[src/rtl/seg_scan_pkg.sv]
// seg_scan_pkg: shared constants for the seven-segment scan driver.
//   - Active-low glyphs {g,f,e,d,c,b,a} for digits 0-9, minus, blank, error.
//   - Character class used to select between digit, minus and blank glyphs.
//   - Anode count and maximum window offset.
package seg_scan_pkg;

    localparam int NUM_AN  = 4;   // physical digits on the display
    localparam int WIN_MAX = 2;   // window offset range 0..WIN_MAX
    localparam int NPOS    = 6;   // p0..p4 digits, p5 sign

    localparam logic [6:0] GLYPH_0     = 7'b1000000;
    localparam logic [6:0] GLYPH_1     = 7'b1111001;
    localparam logic [6:0] GLYPH_2     = 7'b0100100;
    localparam logic [6:0] GLYPH_3     = 7'b0110000;
    localparam logic [6:0] GLYPH_4     = 7'b0011001;
    localparam logic [6:0] GLYPH_5     = 7'b0010010;
    localparam logic [6:0] GLYPH_6     = 7'b0000010;
    localparam logic [6:0] GLYPH_7     = 7'b1111000;
    localparam logic [6:0] GLYPH_8     = 7'b0000000;
    localparam logic [6:0] GLYPH_9     = 7'b0010000;
    localparam logic [6:0] GLYPH_MINUS = 7'b0111111;
    localparam logic [6:0] GLYPH_BLANK = 7'b1111111;
    localparam logic [6:0] GLYPH_ERR   = 7'b0000110;

    typedef enum logic [1:0] {
        CLS_DIGIT = 2'd0,
        CLS_MINUS = 2'd1,
        CLS_BLANK = 2'd2
    } char_cls_e;

    // Non-BCD nibbles render as 'E' so a converter fault is visible.
    function automatic logic [6:0] digit_glyph(input logic [3:0] d);
        case (d)
            4'd0:    digit_glyph = GLYPH_0;
            4'd1:    digit_glyph = GLYPH_1;
            4'd2:    digit_glyph = GLYPH_2;
            4'd3:    digit_glyph = GLYPH_3;
            4'd4:    digit_glyph = GLYPH_4;
            4'd5:    digit_glyph = GLYPH_5;
            4'd6:    digit_glyph = GLYPH_6;
            4'd7:    digit_glyph = GLYPH_7;
            4'd8:    digit_glyph = GLYPH_8;
            4'd9:    digit_glyph = GLYPH_9;
            default: digit_glyph = GLYPH_ERR;
        endcase
    endfunction

endpackage

[src/rtl/seg_scan_if.sv]
// seg_scan_if: control and display bundle of the scan driver.
//   load/bcd_in/neg_in       : capture strobe, 5 BCD nibbles ([3:0]=units), sign
//   scroll_left/scroll_right : single-cycle window move pulses
//   an/seg                   : active-low anodes (an[0]=rightmost), {g..a} segments
//   win_off                  : current window offset 0..2
// master = upstream driver / bench, slave = seg_scan_driver.
interface seg_scan_if;
    logic        load;
    logic [19:0] bcd_in;
    logic        neg_in;
    logic        scroll_left;
    logic        scroll_right;
    logic [3:0]  an;
    logic [6:0]  seg;
    logic [1:0]  win_off;

    modport master (
        output load, bcd_in, neg_in, scroll_left, scroll_right,
        input  an, seg, win_off
    );

    modport slave (
        input  load, bcd_in, neg_in, scroll_left, scroll_right,
        output an, seg, win_off
    );
endinterface

[src/rtl/seg7_decode.sv]
// seg7_decode: combinational glyph lookup.
//   i_nib : BCD nibble (used only for CLS_DIGIT; >9 gives 'E')
//   i_cls : character class (digit / minus / blank)
//   o_seg : active-low {g,f,e,d,c,b,a}
module seg7_decode
    import seg_scan_pkg::*;
(
    input  logic [3:0] i_nib,
    input  char_cls_e  i_cls,
    output logic [6:0] o_seg
);
    always_comb begin
        case (i_cls)
            CLS_DIGIT: o_seg = digit_glyph(i_nib);
            CLS_MINUS: o_seg = GLYPH_MINUS;
            default:   o_seg = GLYPH_BLANK;
        endcase
    end
endmodule

[src/rtl/seg_scan_driver.sv]
// seg_scan_driver: latches a signed 5-digit BCD value and time-multiplexes a
// scrollable 4-of-6 window of it onto a 4-digit common-anode display.
//   clk, rst_n : clock, asynchronous active-low reset
//   bus        : seg_scan_if.slave (load/bcd_in/neg_in/scroll_* in,
//                an/seg/win_off out)
// Parameters: REFRESH_DIV cycles per anode (>= 2), NDIG BCD digits (5).
// Build option: define SEG_LZB_EN for leading-zero blanking with a floating
// minus sign; otherwise every digit is shown and the sign sits at p5.
module seg_scan_driver
    import seg_scan_pkg::*;
#(
    parameter int REFRESH_DIV = 100000,
    parameter int NDIG        = 5
) (
    input  logic       clk,
    input  logic       rst_n,
    seg_scan_if.slave  bus
);
    localparam int DIV_W = (REFRESH_DIV > 1) ? $clog2(REFRESH_DIV) : 1;

    logic [DIV_W-1:0]    r_div;
    logic [1:0]          r_idx;
    logic [1:0]          r_win;
    logic [4*NDIG-1:0]   r_val;
    logic                r_neg;
    logic [NUM_AN-1:0]   r_an;
    logic [6:0]          r_seg;

    logic                w_tc;
    logic                w_left;
    logic                w_right;
    logic [2:0]          w_pos;
    logic [3:0]          w_nib;
    logic                w_any;
    logic [2:0]          w_msd;
    logic [2:0]          w_sign_pos;
    char_cls_e           w_cls;
    logic [6:0]          w_seg;

    assign w_tc    = (r_div == DIV_W'(REFRESH_DIV - 1));
    // Opposing pulses in one cycle cancel.
    assign w_left  = bus.scroll_left  & ~bus.scroll_right;
    assign w_right = bus.scroll_right & ~bus.scroll_left;

    // Refresh divider and anode index.
    always_ff @(posedge clk or negedge rst_n) begin
        if (!rst_n) begin
            r_div <= '0;
            r_idx <= '0;
        end else if (w_tc) begin
            r_div <= '0;
            r_idx <= r_idx + 2'd1;
        end else begin
            r_div <= r_div + DIV_W'(1);
        end
    end

    // Value capture and window offset; load and scroll are independent.
    always_ff @(posedge clk or negedge rst_n) begin
        if (!rst_n) begin
            r_val <= '0;
            r_neg <= 1'b0;
            r_win <= '0;
        end else begin
            if (bus.load) begin
                r_val <= bus.bcd_in[4*NDIG-1:0];
                r_neg <= bus.neg_in;
            end
            if (w_left && r_win != 2'(WIN_MAX))
                r_win <= r_win + 2'd1;
            else if (w_right && r_win != 2'd0)
                r_win <= r_win - 2'd1;
        end
    end

    // Position currently on the active anode, and its nibble.
    assign w_pos = {1'b0, r_idx} + {1'b0, r_win};

    always_comb begin
        w_nib = 4'd0;
        for (int i = 0; i < NDIG; i++)
            if (w_pos == 3'(i)) w_nib = r_val[4*i +: 4];
    end

    // Most significant nonzero digit; ascending scan so the highest wins.
    always_comb begin
        w_any = 1'b0;
        w_msd = 3'd0;
        for (int i = 0; i < NDIG; i++) begin
            if (r_val[4*i +: 4] != 4'd0) begin
                w_any = 1'b1;
                w_msd = 3'(i);
            end
        end
        // A zero value keeps its units digit, so the sign goes to p1.
        w_sign_pos = w_any ? w_msd + 3'd1 : 3'd1;
    end

    always_comb begin
        w_cls = CLS_DIGIT;
`ifdef SEG_LZB_EN
        if (r_neg && w_pos == w_sign_pos)
            w_cls = CLS_MINUS;
        else if (w_pos == 3'(NPOS - 1))
            w_cls = CLS_BLANK;
        else if (w_pos != 3'd0 && (!w_any || w_pos > w_msd))
            w_cls = CLS_BLANK;
`else
        if (w_pos == 3'(NPOS - 1))
            w_cls = r_neg ? CLS_MINUS : CLS_BLANK;
`endif
    end

    seg7_decode u_dec (
        .i_nib (w_nib),
        .i_cls (w_cls),
        .o_seg (w_seg)
    );

    // Anode and segments registered together so they switch on the same edge.
    always_ff @(posedge clk or negedge rst_n) begin
        if (!rst_n) begin
            r_an  <= '1;
            r_seg <= GLYPH_BLANK;
        end else begin
            r_an  <= ~(NUM_AN'(1) << r_idx);
            r_seg <= w_seg;
        end
    end

    assign bus.an      = r_an;
    assign bus.seg     = r_seg;
    assign bus.win_off = r_win;

    // w_sign_pos is only consumed by the blanking build.
    logic w_unused;
    assign w_unused = ^w_sign_pos;

endmodule

[src/flat_wrapper.sv]
// flat-port wrapper written by rule: the top's interface ports become plain ports
module seg_scan_driver_flat import seg_scan_pkg::*;
#(
    parameter int REFRESH_DIV = 100000,
    parameter int NDIG        = 5
)
  (clk, rst_n, bus_load, bus_bcd_in, bus_neg_in, bus_scroll_left, bus_scroll_right, bus_an, bus_seg, bus_win_off);
  seg_scan_if bus_i ();
  input  logic clk;
  input  logic rst_n;
  input wire logic [$bits(bus_i.load)-1:0] bus_load;
  input wire logic [$bits(bus_i.bcd_in)-1:0] bus_bcd_in;
  input wire logic [$bits(bus_i.neg_in)-1:0] bus_neg_in;
  input wire logic [$bits(bus_i.scroll_left)-1:0] bus_scroll_left;
  input wire logic [$bits(bus_i.scroll_right)-1:0] bus_scroll_right;
  output wire logic [$bits(bus_i.an)-1:0] bus_an;
  output wire logic [$bits(bus_i.seg)-1:0] bus_seg;
  output wire logic [$bits(bus_i.win_off)-1:0] bus_win_off;
  assign bus_i.load = bus_load;
  assign bus_i.bcd_in = bus_bcd_in;
  assign bus_i.neg_in = bus_neg_in;
  assign bus_i.scroll_left = bus_scroll_left;
  assign bus_i.scroll_right = bus_scroll_right;
  assign bus_an = bus_i.an;
  assign bus_seg = bus_i.seg;
  assign bus_win_off = bus_i.win_off;
  seg_scan_driver #(.REFRESH_DIV(REFRESH_DIV), .NDIG(NDIG)) u_core (.clk(clk), .rst_n(rst_n), .bus(bus_i));
endmodule
[config.mk]
export PLATFORM = sky130hd
export DESIGN_NAME = seg_scan_driver_flat
export DESIGN_NICKNAME = d
export VERILOG_FILES = /design/src/rtl/seg_scan_pkg.sv /design/src/rtl/seg_scan_if.sv /design/src/rtl/seg7_decode.sv /design/src/rtl/seg_scan_driver.sv /design/src/flat_wrapper.sv
export SDC_FILE = /design/constraint.sdc
export NUM_CORES = 1
export LEC_CHECK = 0
export CORE_UTILIZATION = 35
export DETAILED_ROUTE_END_ITERATION = 8
export GPL_ROUTABILITY_DRIVEN = 1
export PLACE_DENSITY = 0.67
export SYNTH_ARGS = -nofsm -noshare
export SYNTH_HDL_FRONTEND = slang
export SYNTH_SLANG_ARGS = --single-unit
[constraint.sdc]
create_clock -name clk -period 8.35 [get_ports clk]
set_input_delay 1.67 -clock clk [delete_from_list [all_inputs] [get_ports clk]]
set_output_delay 1.67 -clock clk [all_outputs]
set_load 0.01 [all_outputs]
Yosys cells after proc, flatten, opt, wreduce, memory -nomap -nowiden
Memories as Yosys holds them, arrays and structs flattened.
Index checks and enable logic that the tools add are counted.
{ "op_classes": {"n_addsub": 5, "eq_ne": 8, "shift": 1, "mux": 11, "bitwise_logic": 5, "reduce_logical": 6} }
{ "op_table": {"columns": ["cell", "n"], "rows": [
  ["4-bit two-way mux", 5],
  ["17-bit by 1-bit adder with 17-bit output, second input constant", 1],
  ["17-bit == test, second input constant", 1],
  ["17-bit two-way mux", 1],
  ["7-bit one-hot mux with 2 select lines", 1],
  ["2-bit two-way mux", 4],
  ["3-bit by 2-bit == test with 1-bit output, second input constant", 2],
  ["3-bit == test, second input constant", 2],
  ["2-bit by 1-bit adder with 2-bit output, second input constant", 2],
  ["4-bit NOT", 1],
  ["2-bit nonzero test", 2],
  ["1-bit by 2-bit << shifter with 4-bit output, first input constant", 1],
  ["2-bit by 2-bit adder with 3-bit output", 1],
  ["3-bit by 1-bit == test with 1-bit output, second input constant", 1],
  ["3-bit logical NOT", 1],
  ["1-bit bitwise AND", 2],
  ["2-bit by 1-bit == test with 1-bit output, second input constant", 1],
  ["1-bit logical AND", 2],
  ["2-bit logical NOT", 1],
  ["2-bit != test, second input constant", 1],
  ["1-bit NOT", 2],
  ["2-bit by 1-bit subtractor with 2-bit output, second input constant", 1]
]} }
{ "word_totals": {"regBits": 53, "rom_bits": 112, "inputBits": 26, "out_inout_bits": 13, "wordCells": 44, "mem_count": 1} }
{ "memory_table": {"columns": ["name", "depth", "word_bits", "read_ports", "rd_ports_with_merged_regs", "wr", "line", "text"], "rows": [
  ["(name not given)", 16, 7, 1, 0, 0, "seg_scan_pkg.sv:33", "case (d)"]
]} }

Depth between registers and ports, before layout
Gate-level depths: netlist of the first run.
An unclocked memory read counts as a cell.
{ "depth": {"word_depth": 9, "ltp_mapped": 10, "mapped_depth_nobuf": 9} }

Hierarchy
From an unflattened synthesis of the first run, not the netlist that was laid out.
{ "unflattened": {"cells_unflattened": 219, "area_unflattened_um2": 2575.0} }
{ "by_module_without_submodules": {"columns": ["mod", "instances", "cells_each", "area_per_inst_um2", "seq_area_each_um2"], "rows": [
  ["seg_scan_driver", 1, 185, 2352.3, 1340.0],
  ["seg7_decode", 1, 34, 222.7, 0.0]
]} }

Least setup slack after synthesis of the first run
No wires, ideal clock.
{ "synth_timing": {"path_kind": "register to register", "from": "register u_core.r_win[0] (netlist: u_core.bus.win_off[0])", "to": "register u_core.r_seg[1] (netlist: u_core.bus.seg[1])", "setup_time_ns": 0.079, "arrival_time_ns": 2.700, "required_time_ns": 8.271, "slack_ns": 5.572, "path_stages_with_launch": 11, "path_buffers": 1, "period_less_slack_ns": 2.778, "path_cell_list": "dfrtp_1 -> ha_1 -> fa_1 -> buf_4 -> mux2i_1 -> nor2_1 -> nor3_1 -> inv_1 -> ha_1 -> o21a_1 -> o21ai_0"} }
{ "synth_via": {"elab_chain_len": 9, "word_cells_on_any_way": 17, "cone_classes": "add/sub (1); eq/ne (6); mux (7); reduce/logical (2); memory (1)"} }
{ "synth_lines": {"columns": ["item", "line", "text"], "rows": [
  ["from (decl)", "seg_scan_driver.sv:23", "logic [1:0] r_win;"],
  ["from (signal assigned)", "seg_scan_driver.sv:70", "r_win <= r_win + 2'd1;"],
  ["from (signal assigned)", "seg_scan_driver.sv:72", "r_win <= r_win - 2'd1;"],
  ["2-bit by 2-bit adder with 3-bit output (*)", "seg_scan_driver.sv:77", "assign w_pos = {1'b0, r_idx} + {1'b0, r_win};"],
  ["3-bit logical NOT", "seg_scan_driver.sv:82", "if (w_pos == 3'(i)) w_nib = r_val[4*i +: 4];"],
  ["4-bit two-way mux (5 in a row)", "seg_scan_driver.sv:82", null],
  ["memory 16 x 7 bit", null, null],
  ["7-bit one-hot mux with 2 select lines (*)", "seg7_decode.sv:13", "case (i_cls)"],
  ["via u_core.u_dec.o_seg[1]", "seg7_decode.sv:10", "output logic [6:0] o_seg"],
  ["to (signal assigned)", "seg_scan_driver.sv:127", "r_seg <= w_seg;"],
  ["to (decl)", "seg_scan_driver.sv:27", "logic [6:0] r_seg;"]
]} }
Mark *: on every way through the listed nets, which the timed path passes. The rest lies on a longest branch.
A chain may end at the register's enable or synchronous reset.

Final worst setup path of the first run
Same ends and word-level chain as after synthesis.

==> out/metrics.yaml, run 1 <==
yosys_warnings: 0
ys_seq_area_share_pct: 53.0
reg2reg_from: "u_core.bus.win_off[0]"
maxCapViolations: 0
vias_per_cell: 4.70
finish.utilization_pct: 44.5
area_delta_synth_final_pct: 21.5
clkTransAtPathRegs_ns: 0.08
cts_tree: "yes"
synth_top_cell_by_area: "dfrtp_1"
ys_top_cells_by_count: "dfrtp_1 (42), mux2_2 (22), nor2_1 (16)"
drc_errors: 0
grt_max_degree: 54
syn_area_per_cell_um2: 12.2
die_w_um: 87.0
setup_viol: 0
finalClockSkew_ns: 0.0162
synth_area_um2: 2530
cp_max_fo: 12
drt_first_pass_iters: 4
layout.area.seq_um2: 1340
fin_nets: 284
grtUsageTotal_pct: 13.3
core_region_area_um2: 6910
slew-limit-headroom_pct: 38.6
path_class: "reg -> reg"
post_drt_wl_per_cell_um: 12.7
cp-end-kind: "flip-flop"
io_buffers: 38
ios: 39
crit_arrival_ns: 3.53
hold_path_class: "reg -> reg"
power_leakage_nw: 1.27
dp_hpwl_um: 3080
rr_endpoint: "u_core.bus.seg[1]"
synth_most_common_cell: "dfrtp_1"
finalHoldViolations: 0
netlist-cell-type-count: 39
cts_buffers: 5
setup-tns-final_ns: 0
multi_input_area_um2: 1100
ant_nets: 0
clk_latency_ns: 0.31
grt_pass1_vias: 1671
wl_um: 4380
required_ns: 8.57
worst_pin_slew_ns: 0.918
grt_pass1_wl_um: 7670
start_kind: "flip-flop"
rr_worst_depth: 9
min-delay-start: "u_core.r_neg"
ys_dominant_reg_cell: "dfrtp_1"
synth_fp_nets: 244
vias: 1622
final_layout_size_suffix_gt1_share_pct: 20.1
post_cts_buffers: 0
drv_slew: 0
syn_inst: 208
outcome: "finished, final reports clean"
yosysTopAreaCellShare_pct: 41.5
root_buffer: "clkbuf_8"
ys_seq_elements: 53
synth_area_leaders: "dfrtp_1 (42%), dfstp_2 (11%), mux2_2 (9.8%)"
finalCriticalPeriod_ns: 3.31
die_area_um2: 7570
post_cts_resized: 0
rsz0062_at_grt: "no"
dieHeight_um: 87.0
whs_path_depth: 1
gp_congestion: 0.771
timing.final.crit_share_pct: 39.6
fmax_ghz: 0.302
start_util_pct: 36.6
hold_buffers: 0
synth_edf_count: 0
antenna_found_initial: 0
max-clock-path-buffers: 2
hold-path-endpoint: "u_core.bus.seg[6]"
ir_worst_vdd_uv: 116
drt_iter0_markers: 68
cts_sinks: 53
htree_levels: 2
p_per_area_nw_per_um2: 232
n_antenna_cell: 0
rows: 30
num-fill-cells: 660
r2r_slack_ns: 5.04
grt-ovfl-total: 0
synthArstFlopShare_pct: 100
==> final cells by class <==
cell class | instances | area share (%)
tap | 96 | 3.91
clock buffer | 7 | 2.48
timing repair buffer | 40 | 12.7
multi-input combinational | 137 | 35.8
clock inverter | 1 | 0.163
sequential | 53 | 43.6
inverter | 11 | 1.34
==> through the flow <==
stage                     cell area, um2  total power, mW  instances  hold slack [ns]  setup WS [ns]
after floorplan                     2530            0.500        208            0.404           5.57
after global placement              2990            0.577        337            0.440           5.00
after detailed placement            2990            0.582        337            0.451           5.03
after CTS                           3070            0.724        345            0.467           5.01
after global routing                3070            0.766        345            0.481           4.78
final                               3070            0.714        345            0.466           5.04
==> worst max-delay path by stage <==
stage                     startpoint           endpoint  slack (ns)  depth (start not counted)
6_report       u_core.bus.win_off[0]  u_core.bus.seg[1]        5.04                          9
5_1_grt        u_core.bus.win_off[0]  u_core.bus.seg[1]        4.78                          9
4_1_cts        u_core.bus.win_off[0]  u_core.bus.seg[1]        5.01                          9
3_5_place_dp   u_core.bus.win_off[0]  u_core.bus.seg[1]        5.03                          9
3_3_place_gp   u_core.bus.win_off[0]  u_core.bus.seg[1]        5.00                          9
2_1_floorplan  u_core.bus.win_off[0]  u_core.bus.seg[1]        5.57                         10
==> where the power goes <==
group	switching [mW]	total, mW	internal [mW]
registers	0.0177	0.314	0.296
logic	0.126	0.261	0.135
clock network	0.0800	0.139	0.0590
==> sequential cells by signal, summed over array words and instances (netlist names) <==
register            cells
u_core.r_div           17
u_core.bus.win_off      2
u_core.r_val           20
u_core.r_idx            2
u_core.bus.seg          7
u_core.r_neg            1
u_core.bus.an           4
==> worst max-delay path, cell delays in order (launching register included) <==
cell     delay [ns]
dfrtp_1        0.45
ha_1           0.24
fa_1           0.84
mux2i_1        0.25
nor2_1         0.06
nor3_1         0.51
inv_1          0.20
ha_1           0.32
o21a_1         0.18
o21ai_0        0.18
==> kinds of logic (layout without fill, tap and decap cells) <==
logic type / count (synthesis) / count (layout) / synth area share [%]
AOI/OAI and AO/OA: 19 / 19 / 5.98
xor gates and xnor gates: 17 / 17 / 5.89
adders and majority gates: 10 / 10 / 5.24
buffers and inverters: 18 / 59 / 3.51
DFF: 53 / 53 / 53.0
muxes: 30 / 30 / 13.5
and+or+nand+nor: 61 / 61 / 13.0
==> per-layer routing <==
layer | global-route usage, % | part of all wire, % | wire (um)
met1 | 16.6 | 47 | 2070
met2 | 21.3 | 46 | 2030
met3 | 4.93 | 5.1 | 223
met4 | 4.70 | 1.2 | 54
met5 | 0 | 0 | 0
==> layout by cell type (no fill, tap or decap), types with 2 or more instances in the layout <==
master / instances
and3_1: 3
buf_4: 2
clkbuf_1: 2
clkbuf_8: 5
clkdlybuf4s50_1: 37
dfrtp_1: 42
dfstp_2: 11
ha_1: 9
inv_1: 10
mux2_2: 22
mux2i_1: 7
nand2_1: 7
nand3_1: 9
nand3b_1: 3
nand4_1: 5
nor2_1: 16
nor2b_1: 6
nor3_1: 3
nor4_1: 2
o211ai_1: 2
o21a_1: 2
o21ai_0: 7
o22ai_1: 2
o311ai_2: 2
or2_2: 2
xnor2_1: 10
xor2_1: 7
No activity file was read; power rests on OpenSTA's default activity.
==> inputs of run 2 (changes only) <==
==> constraint.sdc (replaced) <==
create_clock -name clk -period 3.3 [get_ports clk]
set_input_delay 0.66 -clock clk [delete_from_list [all_inputs] [get_ports clk]]
set_output_delay 0.66 -clock clk [all_outputs]
set_load 0.01 [all_outputs]
==> run 2 against run 1 <==
Clock skew decreased by 0.0050 ns. Hold slack got worse by 0.24 ns. Clock power increased to 3.3 times the previous value. Core utilization increased by 0.72 points. Largest power group unchanged. Register-to-register slack got worse by 4.7 ns. Via count decreased by 0.55%. First-iteration DRC count increased by 31%. Die area unchanged. Largest cell class unchanged. Non-clock buffer count increased by 2.
==> out/metrics.yaml, run 2 (synthesized netlist as in run 1, its figures left out) <==
htree_levels: 2
drt_first_pass_iters: 4
die_area_um2: 7570
post_cts_buffers: 0
ant_nets: 0
cp_cell_sequence: "ha_1, fa_1, mux2i_1, o21a_1, o22ai_1, inv_1, ha_1, o21a_1, o21ai_0"
drc_errors: 0
vias: 1613
finalCriticalPeriod_ns: 2.99
n_antenna_cell: 0
finalClockSkew_ns: 0.0112
dieHeight_um: 87.0
grt_max_degree: 42
slew-limit-headroom_pct: 65.1
final_layout_size_suffix_gt1_share_pct: 21.1
fmax_ghz: 0.334
top_register: "u_core.r_val"
grtUsageTotal_pct: 13.4
drt_iter0_markers: 89
rr_worst_depth: 9
crit_arrival_ns: 3.22
grt_pass1_vias: 1649
cp-endpoint: "u_core.bus.seg[1]"
maxCapViolations: 0
clk_latency_ns: 0.30
start_kind: "flip-flop"
wl_um: 4340
max-clock-path-buffers: 2
worst_pin_slew_ns: 0.522
finalHoldViolations: 0
hold_path_class: "in -> async"
outcome: "finished, final reports clean"
start_util_pct: 36.6
path_class: "reg -> reg"
core_region_area_um2: 6910
cts_buffers: 5
fin_nets: 286
post_cts_resized: 0
pre_cts_ws_ns: 0.324
drv_slew: 0
setup_viol: 0
io_buffers: 38
cts_tree: "yes"
layout_common_cells: "dfrtp_1 (42), clkdlybuf4s50_1 (37), mux2_2 (22)"
rsz0062_at_grt: "no"
timing.final.crit_share_pct: 90.6
vias_per_cell: 4.65
cp_max_fo: 12
max_stage_delay_ns: 0.82
hold_buffers: 0
root_buffer: "clkbuf_8"
critPathLaunch: "u_core.bus.win_off[0]"
ir_worst_vdd_uv: 267
clkTransAtPathRegs_ns: 0.09
grt_pass1_wl_um: 7790
setup-tns-final_ns: 0
p_per_area_nw_per_um2: 614
reg2reg_from: "u_core.bus.win_off[0]"
path_buf_inv: 1
crit_family: "adder cells"
rr_endpoint: "u_core.bus.seg[1]"
worst_slack_ns: 0.309
area_delta_synth_final_pct: 23.5
post_drt_wl_per_cell_um: 12.5
required_ns: 3.53
grt-ovfl-total: 0
power_leakage_nw: 1.29
cp.depth: 9
ios: 39
cts_sinks: 53
r2r_slack_ns: 0.31
die_w_um: 87.0
cp-end-kind: "flip-flop"
slowest_stage: "fa_1"
final_common_cell: "dfrtp_1"
dp_hpwl_um: 3110
rows: 30
antenna_found_initial: 0
gp_congestion: 0.839
largest_reg_flops: 20
run 2: cell types whose count changed in the layout (fill, tap and decap cells not counted):
cell / previous run / this run
buf_4: 2 / 4
bufinv_16: 0 / 1
clkbuf_1: 2 / 1
clkbuf_8: 5 / 6
clkinv_2: 1 / 0
run 2: final cells by class:
class	count	area, um2
flip-flops and latches	53	1340
clock inverters	1	30.0
repair buffers	42	405
well taps	96	120
fillers	685	3780
inverters	11	41.3
clock buffers	7	86.3
multi-input cells	137	1100
run 2: metal layers:
| layer | global-route usage [%] | part of all wire (%) |
|---|---|---|
| met3 | 3.79 | 4.8 |
| met5 | 0 | 0 |
| met4 | 4.55 | 1.7 |
| met2 | 20.0 | 42 |
| met1 | 18.6 | 51 |
run 2: where the power goes:
part	switching (mW)	internal (mW)	total (mW)	leakage [nW]
logic	0.317	0.352	0.669	0.599
clock network	0.206	0.248	0.453	0.0585
registers	0.0469	0.750	0.797	0.636
total	0.569	1.35	1.92	1.29
run 2: per-stage QoR:
stage	cells	hold slack, ns	total power [mW]	util (%)	area [um2]
2_1_floorplan	208	0.364	1.27	-	2530
3_3_place_gp	339	0.435	1.47	43.6	3010
3_5_place_dp	339	0.440	1.49	43.6	3010
4_1_cts	347	0.231	1.94	45.2	3120
5_1_grt	347	0.245	2.05	45.2	3120
6_report	347	0.227	1.92	45.2	3120
run 2: worst min path at each step:
stage	start	end	slack, ns	cells past startpoint
after floorplan	rst_n	u_core.bus.win_off[0]	0.36	0
after global placement	u_core.r_neg	u_core.bus.seg[6]	0.44	1
after detailed placement	u_core.r_neg	u_core.bus.seg[6]	0.44	1
after CTS	rst_n	u_core.r_div[15]	0.23	1
after global routing	rst_n	u_core.r_div[14]	0.25	1
final	rst_n	u_core.r_div[11]	0.23	1
run 2: worst reg2reg max path, stage by stage (launching register included):
cell and delay (ns):
dfrtp_1 0.44, ha_1 0.23, fa_1 0.82, mux2i_1 0.16, o21a_1 0.19, o22ai_1 0.36
inv_1 0.09, ha_1 0.31, o21a_1 0.18, o21ai_0 0.15
